`config.mk`:
```
export PLATFORM = sky130hd
export DESIGN_NAME = fetch_redirect_ctrl
export DESIGN_NICKNAME = d
export VERILOG_FILES = /design/src/rtl/fetch_redirect_ctrl.sv
export SDC_FILE = /design/constraint.sdc
export NUM_CORES = 1
export LEC_CHECK = 0
export ABC_AREA = 1
export BUFFER_PORTS_ARGS = -buffer_cell sky130_fd_sc_hd__buf_2
export CAP_MARGIN = 20
export CORE_MARGIN = 1.5
export CORE_UTILIZATION = 50
export CTS_CLUSTER_DIAMETER = 50
export DETAILED_ROUTE_END_ITERATION = 16
export HOLD_SLACK_MARGIN = 0.1
export PLACE_DENSITY = 0.79
export SLEW_MARGIN = 30
export SYNTH_ARGS = -nofsm -noshare
export SYNTH_HDL_FRONTEND = slang
export SYNTH_SLANG_ARGS = --single-unit
export TNS_END_PERCENT = 10
```
`constraint.sdc`:
```
create_clock -name clk -period 2.4 [get_ports clk]
set_clock_uncertainty 0.05 [all_clocks]
set_input_delay 0 -clock clk [delete_from_list [all_inputs] [get_ports clk]]
set_output_delay 0 -clock clk [all_outputs]
set_load 0.01 [all_outputs]
```
`src/rtl/fetch_redirect_ctrl.sv`:
```
// Fetch redirect controller: picks the older lane's branch/jalr redirect, holds it across
// hazard stalls, and drives PC enables, redirect PCs and decode/execute flush bubbles.
module fetch_redirect_ctrl #(
   parameter int WIDTH        = 32,
   parameter int FLUSH_CYCLES = 2
) (
   input  logic             clk,
   input  logic             rst,
   input  logic             stall_req,
   input  logic [1:0]       kind1,
   input  logic [WIDTH-1:0] target1,
   input  logic [1:0]       kind2,
   input  logic [WIDTH-1:0] target2,
   output logic             en1,
   output logic             en2,
   output logic             redir_valid,
   output logic [WIDTH-1:0] redir_pc1,
   output logic [WIDTH-1:0] redir_pc2,
   output logic             flush_d,
   output logic             flush_e,
   output logic [31:0]      redir_count,
   output logic [1:0]       state
);

   typedef enum logic [1:0] {
      RUN   = 2'b00,
      HOLD  = 2'b01,
      FLUSH = 2'b10
   } state_t;

   state_t           st_q, st_d;
   logic [3:0]       bub_q, bub_d;
   logic [WIDTH-1:0] pend_q, pend_d;
   logic             req1, req2, req, apply;
   logic [WIDTH-1:0] tgt1, tgt2, sel_tgt;

   assign state = st_q;

   assign req1 = (kind1 == 2'b01) || (kind1 == 2'b10);
   assign req2 = (kind2 == 2'b01) || (kind2 == 2'b10);
   assign req  = req1 || req2;

   // jalr targets come straight from the ALU, so drop the low bits to stay word aligned
   assign tgt1    = (kind1 == 2'b10) ? {target1[WIDTH-1:2], 2'b00} : target1;
   assign tgt2    = (kind2 == 2'b10) ? {target2[WIDTH-1:2], 2'b00} : target2;
   assign sel_tgt = req1 ? tgt1 : tgt2;

   assign redir_pc2 = redir_pc1 + WIDTH'(4);

   always_comb begin
      en1         = 1'b1;
      en2         = 1'b1;
      redir_valid = 1'b0;
      flush_d     = 1'b0;
      flush_e     = 1'b0;
      redir_pc1   = sel_tgt;
      apply       = 1'b0;
      st_d        = st_q;
      bub_d       = bub_q;
      pend_d      = pend_q;
      case (st_q)
         RUN: begin
            if (stall_req) begin
               en1 = 1'b0;
               en2 = 1'b0;
               if (req) begin
                  pend_d = sel_tgt;
                  st_d   = HOLD;
               end
            end else if (req) begin
               apply = 1'b1;
            end
         end
         HOLD: begin
            redir_pc1 = pend_q;
            if (stall_req) begin
               en1 = 1'b0;
               en2 = 1'b0;
            end else begin
               apply = 1'b1;
            end
         end
         FLUSH: begin
            // lanes here are squashed, so their kinds and the stall request are ignored
            flush_d = 1'b1;
            if (bub_q <= 4'd1) begin
               st_d  = RUN;
               bub_d = 4'd0;
            end else begin
               bub_d = bub_q - 4'd1;
            end
         end
         default: st_d = RUN;
      endcase
      if (apply) begin
         redir_valid = 1'b1;
         flush_d     = 1'b1;
         flush_e     = 1'b1;
         if (FLUSH_CYCLES == 1) begin
            st_d  = RUN;
            bub_d = 4'd0;
         end else begin
            st_d  = FLUSH;
            bub_d = 4'(FLUSH_CYCLES - 1);
         end
      end
   end

   always_ff @(posedge clk) begin
      if (rst) begin
         st_q        <= RUN;
         bub_q       <= 4'd0;
         pend_q      <= '0;
         redir_count <= '0;
      end else begin
         st_q   <= st_d;
         bub_q  <= bub_d;
         pend_q <= pend_d;
         if (apply && (redir_count != 32'hFFFF_FFFF))
            redir_count <= redir_count + 32'd1;
      end
   end

endmodule
```
Yosys cells after proc, flatten, opt, wreduce, memory -nomap -nowiden
Index checks and enable logic that the tools add are counted.
{"block": "classes", "addsub": 3, "n_lt_le_gt_ge": 1, "n_eq_ne": 14, "mux": 20, "bitwise": 1, "reduce_logical": 11}
{"cell": "32-bit 2-to-1 mux", "n": 2}
{"cell": "32-bit by 1-bit adder with 32-bit output (second input constant)", "n": 1}
{"cell": "32-bit by 3-bit adder with 32-bit output (second input constant)", "n": 1}
{"cell": "32-bit inequality test (second input constant)", "n": 1}
{"cell": "2-bit 2-to-1 mux", "n": 6}
{"cell": "1-bit 2-to-1 mux", "n": 9}
{"cell": "3-bit inequality test (second input constant)", "n": 3}
{"cell": "2-bit inequality test (second input constant)", "n": 4}
{"cell": "4-bit AND reduction", "n": 2}
{"cell": "2-bit by 1-bit equality test with 1-bit output (second input constant)", "n": 3}
{"cell": "2-bit equality test (second input constant)", "n": 3}
{"cell": "2-bit one-hot mux with 3 select lines", "n": 1}
{"cell": "4-bit by 1-bit less-or-equal comparator with 1-bit output (second input constant)", "n": 1}
{"cell": "4-bit 2-to-1 mux", "n": 1}
{"cell": "2-bit OR reduction", "n": 2}
{"cell": "4-bit by 1-bit subtractor with 4-bit output (second input constant)", "n": 1}
{"cell": "1-bit logical OR", "n": 3}
{"cell": "3-bit AND reduction", "n": 1}
{"cell": "2-bit logical NOT", "n": 1}
{"cell": "1-bit one-hot mux with 2 select lines", "n": 1}
{"cell": "2-bit nonzero test", "n": 1}
{"cell": "1-bit logical AND", "n": 1}
{"cell": "1-bit NOT", "n": 1}
{"block": "totals", "ff_bits": 70, "in_bits": 71, "out_inout_bits": 103, "word_cells": 56}

Longest topological paths before layout
Gate-level depths: netlist of run 1.
{"block": "logic_depth", "depth_word": 8, "ltp_mapped": 17, "ltp_nobuf": 14}

Worst setup path after synthesis of run 1
No wires, ideal clock.
{"block": "synth_path", "path_type": "reg-to-output", "from": "reg st_q[1], in the netlist state[1]", "to": "out redir_pc2[18]", "arrival_ns": 2.194, "required_ns": 2.350, "path_slack_ns": 0.156, "path_stages_with_launch": 12, "path_buffers": 1, "cell_sequence": "dfxtp_1 > inv_1 > nand2_2 > clkinv_2 > buf_2 > o21ai_0 > ha_1 > nand3_1 > inv_2 > nand2_2 > nor2_1 > xor2_1"}
{"block": "synth_between", "elab_chain_len": 3}
{"element": "start: declaration", "line_no": "31", "source": "state_t st_q, st_d;"}
{"element": "start signal: assignment", "line_no": "116", "source": "st_q <= st_d;"}
{"element": "2-bit by 1-bit equality test with 1-bit output", "line_no": "61", "source": "case (st_q)"}
{"element": "32-bit 2-to-1 mux", "line_no": "61"}
{"element": "net redir_pc1[2]", "line_no": "17", "source": "output logic [WIDTH-1:0] redir_pc1,"}
{"element": "32-bit by 3-bit adder with 32-bit output", "line_no": "48", "source": "assign redir_pc2 = redir_pc1 + WIDTH'(4);"}
{"element": "end: declaration", "line_no": "18", "source": "output logic [WIDTH-1:0] redir_pc2,"}
The timed path passes the listed nets, and every way through them passes these cells.

Final worst setup path of run 1
{"block": "layout_path", "from": "reg st_q[1], in the netlist state[1]", "to": "out redir_pc2[19]"}
{"block": "layout_between", "elab_chain_len": 3}
{"element": "2-bit by 1-bit equality test with 1-bit output", "line_no": "61"}
{"element": "32-bit 2-to-1 mux", "line_no": "61"}
{"element": "32-bit by 3-bit adder with 32-bit output", "line_no": "48"}
No other way between the ends.

==> results of run 1 <==
timing repair:
item                                    CTS  global route
buffers inserted                          0             4
pin swaps                                 0            10
hold buffers                             61             0
gates resized for setup                  10            47
cloned                                    0             2
endpoints found under the setup margin   21            22
endpoints found under the hold margin    31             0
kinds of logic after synthesis:
kind of cell	after synthesis	synth area share (%)
and+or+nand+nor	602	46.8
buffers and inverters	135	11.2
DFF	70	26.4
xor gates and xnor gates	31	5.11
AOI/OAI and AO/OA	91	8.94
adders and majority gates	6	1.41
muxes	1	0.188
metal layers:
layer / routed length, um / track usage, % / share of wire (%) / up-vias
li1: - / - / - / 3355
met1: 7380 / 38.6 / 40 / 3006
met2: 8700 / 53.7 / 47 / 395
met3: 1520 / 5.33 / 8.2 / 72
met4: 843 / 13.9 / 4.6 / 0
met5: 0 / 0 / 0 / -
cells in the mapped netlist, types with 8 or more instances:
| cell | number | share of area [%] |
|---|---|---|
| a21oi_1 | 59 | 5.6 |
| nor3_1 | 10 | 0.94 |
| clkbuf_1 | 13 | 0.92 |
| nor2_1 | 106 | 7.5 |
| inv_1 | 95 | 6.7 |
| o21ai_0 | 24 | 2.3 |
| nand4_1 | 8 | 0.94 |
| nand3_1 | 42 | 4.0 |
| dfxtp_1 | 70 | 26 |
| xor2_1 | 21 | 3.5 |
| buf_2 | 8 | 0.75 |
| nand3b_1 | 9 | 1.3 |
| nand2_1 | 394 | 28 |
| xnor2_1 | 10 | 1.6 |
| nand2_2 | 15 | 1.8 |
critical path: cells and delay by family, from the launching register on:
family	cells	cell delay, ps
and+or+nand+nor	9	1090
buffers and inverters	4	470
DFF	1	330
cell type report:
| cell class | instances | area [sq um] | area share [%] |
|---|---|---|---|
| multi-input cells | 731 | 3450 | 46.9 |
| repair buffers | 257 | 1740 | 23.6 |
| flip-flops and latches | 70 | 1400 | 19.1 |
| inverters | 100 | 383 | 5.21 |
| well taps | 136 | 170 | 2.32 |
| clock buffers | 11 | 151 | 2.06 |
| clock inverters | 5 | 56.3 | 0.766 |
worst max-delay path by stage:
| stage | startpoint | endpoint | slack [ps] | cells after the start |
|---|---|---|---|---|
| after global placement | kind1[0] | redir_pc2[24] | 120 | 14 |
| after CTS | state[1] | redir_pc2[14] | -40 | 12 |
| after floorplan | state[1] | redir_pc2[18] | 160 | 11 |
| after detailed placement | kind1[0] | redir_pc2[24] | 110 | 14 |
| final | state[1] | redir_pc2[19] | 110 | 13 |
| after global routing | state[1] | redir_pc2[23] | -30 | 14 |
report_power, final:
part / leakage (nW) / switching [W] / internal (W)
Clock: 0.106 / 0.000463 / 0.000537
Combinational: 2.96 / 0.000871 / 0.000565
Sequential: 0.570 / 0.0000362 / 0.00123
Total: 3.63 / 0.00137 / 0.00233
cell usage in the layout, fill, tap and decap left out, types with 8 or more instances in the layout:
| master | count |
|---|---|
| nand3_1 | 42 |
| dlygate4sd3_1 | 61 |
| nand4_1 | 8 |
| buf_2 | 173 |
| nor3_1 | 10 |
| xor2_1 | 20 |
| buf_4 | 16 |
| xnor2_1 | 10 |
| a21oi_1 | 59 |
| nor2_2 | 22 |
| dfxtp_1 | 69 |
| nor2_1 | 87 |
| clkbuf_8 | 11 |
| nand2_1 | 383 |
| nand3b_1 | 9 |
| nand2_2 | 23 |
| o21ai_0 | 22 |
| inv_1 | 93 |
metrics by stage:
stage	power (W)	std cells	hold WS, ps
after floorplan	0.00205	936	53.3
after global placement	0.00246	1227	253
after detailed placement	0.00247	1227	267
after CTS	0.00359	1304	112
after global routing	0.00389	1310	172
final	0.00370	1310	130
state kept, by name, indices dropped and copies added (netlist names):
register	flops
state	2
redir_count	32
pend_q	32
bub_q	4
==> results.md, run 1 <==
- Vias per inst: 5.21
- R2r setup slk: 300 ps
- Max Cap Viol: 0
- RSZ-0062 raised after global routing: true
- Worst hold start: target1[17]
- Crit path DAT: 2240 ps
- R2R depth: 10
- Worst VDD drop: 0.354 mV
- # diodes: 0
- 1st-pass router iterations: 5
- Reg-to-Reg End: redir_count[21]
- Pwr/cell area: 503 nW/um^2
- Final Util: 71.2%
- FFs w/ async S/R, synth: 0%
- NumNets Final: 1246
- Worst Setup Slack post-DPL: 112 ps
- Clock-pin transition on the worst setup and hold timing paths: 70 ps
- Quantity of I/O buffers inserted on ports: 173
- CP dominant cell by count: nand2_1
- Final period util: 95.5%
- Status: completed
- Slowest cell on the critical path: dfxtp_2
- Synthesized area: 5320 sq um
- Clock sinks: 70
- Fin crit period: 2290 ps
- Setup TNS: 0 ps
- Post-synth cell types: 31
- Remaining antenna violation count: 0
- Final hold viol count: 0
- Die ar.: 11300 sq um
- DR WL/cell: 14.1 um
- Inserted Clock Buffers: 9
- WL final: 18400 um
- Yosys warns: 0
- Worst-path cell chain: inv_2 > nand2_4 > clkinv_4 > buf_12 > nand2_1 > nand2_2 > nand2_1 > nor2_2 > nand3b_1 > nor2_1 > nand2_1 > nand2_1 > buf_2
- Area post-placement: 6280 sq um
- Critical R2R Launch: redir_count[0]
- Syn Inst Count: 936
- Slew headroom: 46.8%
- Yosys reg bits: 70
- First-pass GRT wire length: 28700 um
- Syn Area/Cell: 5.68 sq um
- DRT iter0 DRCs: 558
- Highest Clock Rate: 436 MHz
- Grt total ovfl: 0
- Fill count: 843
- Core area: 10300 sq um
- Clk Latency, worst-skew pair: 340 ps
- Crit-path max FO: 17
- Min-Delay Path Depth: 5
- Vias in the first global route: 6144
- HP Class: in -> reg
- Share of post-route cells with drive strength above 1: 24.4%
- Setup ws final: 109 ps
- Leak pwr: 3.63 nW
- Gr usage total: 31.4%
- Drt drc: 0
- CP Capture Type: output port
- Worst path max stage delay: 330 ps
- WS Path Type: reg -> out
- Starting density of the core: 51.5%
- Post-DP HPWL: 12400 um
- Max-slew violation count: 0
- Clock Tree Buf Depth: 2
- GPL Wtd Cong: 0.973
- CTS tree: built
- Die H: 106 um
- Post-synth top flop: dfxtp_1
- Core Rows: 37
- Die W: 106 um
- Initial antenna violation count: 0
- Layout area overhead: 38.2%
- Share of the yosys chip area belonging to registers: 26.4%
- Worst Setup Start Kind: flip-flop
- Least-Margin Pin Slew: 798 ps
- Io pins: 174
- Syn nets: 1013
- H-tree Lvls: 3
- Req. time, crit path: 2350 ps
- Largest net degree at the start of global routing: 44
- Number of synthesized flops with an enable pin: 0
- # setup viols final: 0
- Via count: 6828
- Design area: 7350 sq um
- CTS root buf: clkbuf_8
- Hold path endpoint: pend_q[17]
Power figures use the tool's default switching activity.
==> run 2: changes to the inputs <==
==> constraint.sdc (replaced) <==
create_clock -name clk -period 2.4 [get_ports clk]
set_clock_uncertainty 0.05 [all_clocks]
set_input_delay 0.24 -clock clk [delete_from_list [all_inputs] [get_ports clk]]
set_output_delay 0.24 -clock clk [all_outputs]
set_load 0.01 [all_outputs]
==> run 2 against run 1 <==
- the run now ends with setup timing left
- maximum frequency is 7.2% lower
- register-to-register slack got worse by 70 ps
- setup slack worse by 180 ps
- first-iteration DRC count decreased by 4.3%
- sequential cell count unchanged
- cell area grew 3.5%
- global-route usage is 0.71 points lower
- via count fell by 0.83%
- critical path type unchanged
- critical endpoint is now redir_pc2[31]
- largest power group unchanged
==> results.md, run 2 (synthesized netlist as in run 1, its figures left out) <==
- WL final: 18200 um
- Share of post-route cells with drive strength above 1: 32.2%
- Die W: 106 um
- Largest net degree at the start of global routing: 44
- Inserted Clock Buffers: 9
- Design area: 7600 sq um
- Max-slew violation count: 0
- Leak pwr: 3.83 nW
- H-tree Lvls: 3
- Final std cells w/o fill: 1315
- Clock Tree Buf Depth: 2
- Initial antenna violation count: 0
- Vias in the first global route: 6039
- Via count: 6771
- Clock sinks: 70
- Fin crit period: 2470 ps
- Final hold viol count: 0
- Crit-path max FO: 6
- DRT iter0 DRCs: 534
- 1st-pass router iterations: 5
- Clk Latency, worst-skew pair: 340 ps
- Io pins: 174
- CTS tree: built
- Max Cap Viol: 0
- # diodes: 0
- Most common cell after layout, fill and taps aside: nand2_1
- Quantity of I/O buffers inserted on ports: 173
- Crit path DAT: 2180 ps
- DR WL/cell: 13.8 um
- # setup viols final: 13
- Failing checks: setup timing
- First-pass GRT wire length: 28000 um
- Highest Clock Rate: 405 MHz
- Core area: 10300 sq um
- Die H: 106 um
- Die ar.: 11300 sq um
- Layout area overhead: 43.0%
- GPL Wtd Cong: 0.917
- Pwr/cell area: 553 nW/um^2
- Least-Margin Pin Slew: 840 ps
- Worst VDD drop: 0.400 mV
- CTS root buf: clkbuf_8
- Fill count: 866
- Post-DP HPWL: 12700 um
- Inst Count DP: 1276
- WS Path Type: reg -> out
- Starting density of the core: 51.5%
- NumNets Final: 1251
- Req. time, crit path: 2110 ps
- Grt total ovfl: 0
- Cts hold-fix bufs: 0
- Final period util: 103%
- RSZ-0062 raised after global routing: true
- Core Rows: 37
- HP Class: in -> reg
- Worst Setup Start Kind: flip-flop
- Setup ws final: -68.0 ps
- CP Capture Type: output port
- Vias per inst: 5.15
- Gr usage total: 30.7%
- Drt drc: 0
- Regs by FF count: pend_q x32, redir_count x32, bub_q x4
- Remaining antenna violation count: 0
- Area post-placement: 6710 sq um
- Clock-pin transition on the worst setup and hold timing paths: 80 ps
- Most frequent cells in the layout: nand2_1, buf_2, inv_1
- Slew headroom: 44.0%
- Status: finished, violations left
-- run 2: cell count changes in the layout (fill, tap and decap cells not counted), moves of 4 or more --
cell / previous run / this run
nand2_2: 23 / 37
buf_12: 4 / 9
nor2_4: 6 / 10
dlygate4sd3_1: 61 / 0
nor2_1: 87 / 83
nand2_4: 3 / 8
buf_4: 16 / 71
nand2_1: 383 / 363
-- run 2: final timing paths --
check	start	end	slack, ps	cells after the start
worst max-delay path	state[1]	redir_pc2[31]	-70	14
worst min-delay path	target2[12]	pend_q[12]	170	3
worst max register to register	redir_count[0]	redir_count[0]	230	10
worst min register to register	pend_q[30]	pend_q[30]	410	2
-- run 2: power by group --
group	leakage, nW	switching [W]	internal (W)
Clock	0.140	0.000464	0.000855
Combinational	3.12	0.000926	0.000694
Sequential	0.571	0.0000414	0.00123
-- run 2: stage by stage --
stage	power, W	hold slack, ps	util [%]	worst slack [ps]	TNS [ps]
2_1_floorplan	0.00205	362	-	32.2	0
6_report	0.00421	170	73.7	-68.0	-318
4_1_cts	0.00409	155	71.1	-19.5	-120
3_3_place_gp	0.00263	392	65.0	-74.5	-634
3_5_place_dp	0.00265	400	65.0	-112	-1190
5_1_grt	0.00439	177	73.7	-201	-2930
-- run 2: cell type report --
class | count | area, sq um | area share [%]
multi-input combinational | 731 | 3610 | 47.5
inverter | 100 | 390 | 5.13
timing repair buffer | 262 | 1750 | 23.0
clock inverter | 5 | 129 | 1.69
tap | 136 | 170 | 2.24
clock buffer | 11 | 151 | 1.99
sequential | 70 | 1400 | 18.5
-- run 2: repair_timing --
item | 4_1_cts | 5_1_grt
gates cloned | 3 | 1
setup buffers | 9 | 10
pin swaps | 10 | 33
setup endpoints to repair | 27 | 26
resized for setup | 48 | 52
-- run 2: worst max-delay path, cell delays in order, from the launching register on --
cell and delay, ps:
dfxtp_2 340, inv_4 80, nand2_8 100, clkinv_8 100, buf_8 120, nand2_4 50, nand2_4 110, nand2_4 70
nor2_4 200, nand2_2 110, nor2_4 210, nand2_1 70, nand2_1 70, nand2_1 60, buf_2 130
-- run 2: metal layers --
layer	vias up	routed length, um	part of all wire [%]	GRT usage, %
met2	316	8800	49	53.9
met3	69	1330	7.3	4.05
li1	3368	-	-	-
met4	0	691	3.8	13.4
met5	-	0	0	0
met1	3018	7330	40	37.4
==> run 3: changes to the inputs <==
CTS_CLUSTER_DIAMETER = 40   (was 50)
SETUP_SLACK_MARGIN = 0.05   (was not set)
==> run 3 against run 2 <==
- setup slack worse by 8.4 ps
- largest cell class unchanged
- sequential power hardly changed
- count of clock-buffer cells in the layout is 2 higher
- register-to-register slack better by 70 ps
- critical path depth stayed put
- sequential cell count stayed put
- the run still ends with setup timing left
- clock power is 33% lower
- global-route usage is 0.41 points higher
- die area stayed put
- cell count is 1.4% higher
- first-iteration DRC count is 10% lower
- hold slack better by 8.6 ps
==> results.md, run 3 (synthesized netlist as in run 1, its figures left out) <==
- Final hold viol count: 0
- NumNets Final: 1271
- Crit path capture: redir_pc2[19]
- Failing checks: setup timing
- WL final: 18500 um
- Most common cell after layout, fill and taps aside: nand2_1
- Core area: 10300 sq um
- Critical R2R Launch: redir_count[0]
- Slew headroom: 46.7%
- CP Capture Type: output port
- Core Rows: 37
- RSZ-0062 raised after global routing: true
- Hold WS: 178 ps
- Clock-pin transition on the worst setup and hold timing paths: 60 ps
- Layout area overhead: 43.2%
- Worst path max stage delay: 320 ps
- DRT iter0 DRCs: 478
- Starting density of the core: 51.5%
- Drt drc: 0
- # setup viols final: 19
- Quantity of I/O buffers inserted on ports: 173
- Min-Delay Path Depth: 3
- Leak pwr: 3.86 nW
- Setup TNS: -725 ps
- Crit-path max FO: 8
- R2r setup slk: 300 ps
- Worst Setup Slack post-DPL: -196 ps
- Die H: 106 um
- WS Path Type: reg -> out
- Worst Setup Start Kind: flip-flop
- Worst-path cell chain: inv_2 > nand2_4 > clkinv_4 > buf_8 > buf_16 > nand2_1 > nand2_2 > nand2_4 > nor2_4 > nand3b_1 > nor2_1 > nand2_1 > nand2_1 > buf_2
- CP dominant cell by count: nand2_1
- HP Class: in -> reg
- Inst Count DP: 1294
- Reg-to-Reg End: redir_count[16]
- Post-DP HPWL: 12800 um
- Setup ws final: -76.4 ps
- Pwr/cell area: 504 nW/um^2
- Initial antenna violation count: 1
- Largest net degree at the start of global routing: 44
- R2R depth: 10
- Share of post-route cells with drive strength above 1: 33.6%
- Regs by FF count: pend_q x32, redir_count x32, bub_q x4
- DR WL/cell: 13.8 um
- Grt total ovfl: 0
- Most frequent cells in the layout: nand2_1, buf_2, buf_4
- Inserted Clock Buffers: 9
- Power after layout: 0.00384 W
- Final std cells w/o fill: 1334
- GPL Wtd Cong: 0.958
- Gr usage total: 31.1%
- Max-slew violation count: 0
- CTS tree: built
- Clock Tree Buf Depth: 2
- CTS root buf: clkbuf_8
- Vias per inst: 5.21
- Die ar.: 11300 sq um
- Clk Latency, worst-skew pair: 350 ps
- Cts hold-fix bufs: 0
- Least-Margin Pin Slew: 799 ps
- 1st-pass router iterations: 5
- Req. time, crit path: 2110 ps
- Status: finished, violations left
- Max Cap Viol: 0
- H-tree Lvls: 3
- Vias in the first global route: 6197
- Worst VDD drop: 0.303 mV
- Final period util: 103%
- Remaining antenna violation count: 0
- Via count: 6951
- Die W: 106 um
- Slowest cell on the critical path: dfxtp_2
- First-pass GRT wire length: 28400 um
- Highest Clock Rate: 404 MHz
- Critical Path Start: state[1]
- Crit path DAT: 2190 ps
- Fin crit period: 2480 ps
- Clock sinks: 70
- Io pins: 174
## run 3: what timing repair did
item / 4_1_cts / 5_1_grt
endpoints found under the setup margin: 27 / 27
resized for setup: 65 / 34
buffers inserted: 13 / 9
cloned: 2 / 2
pin swaps: 32 / 29
## run 3: layout make-up
class / count / area, sq um
inverter: 100 / 380
tap: 136 / 170
timing repair buffer: 282 / 1840
multi-input combinational: 731 / 3650
fill: 849 / 2710
clock inverter: 1 / 5.00
sequential: 70 / 1400
clock buffer: 13 / 169
antenna: 1 / 2.50
## run 3: through the flow
step	cell area (sq um)	utilization, %
detailed placement	6840	66.3
floorplan	5330	-
global placement	6840	66.3
finish	7620	73.8
global route	7620	73.8
CTS	7400	71.7
## run 3: worst min-delay path by stage
stage	startpoint	slack, ps	end
after floorplan	target2[12]	360	pend_q[12]
after global placement	pend_q[30]	390	pend_q[30]
after detailed placement	pend_q[13]	400	pend_q[13]
after CTS	target1[12]	160	pend_q[12]
after global routing	target1[12]	210	pend_q[12]
final	target1[12]	180	pend_q[12]
## run 3: layer usage
layer / up-vias / share of wire [%] / global-route usage, %
li1: 3407 / - / -
met5: - / 0 / 0
met3: 69 / 7.5 / 6.50
met2: 354 / 49 / 53.6
met4: 0 / 3.5 / 12.5
met1: 3121 / 40 / 37.7
## run 3: critical path, delay by kind of cell (launching register included)
kind,cells,cell delay [ps]
buffers and inverters,5,530
DFF,1,320
and+or+nand+nor,9,990
## run 3: report_power, final
| group | total [W] | internal (W) | switching (W) |
|---|---|---|---|
| Clock | 0.000889 | 0.000448 | 0.000440 |
| Sequential | 0.00127 | 0.00123 | 0.0000383 |
| Combinational | 0.00168 | 0.000732 | 0.000952 |
| Total | 0.00384 | 0.00241 | 0.00143 |
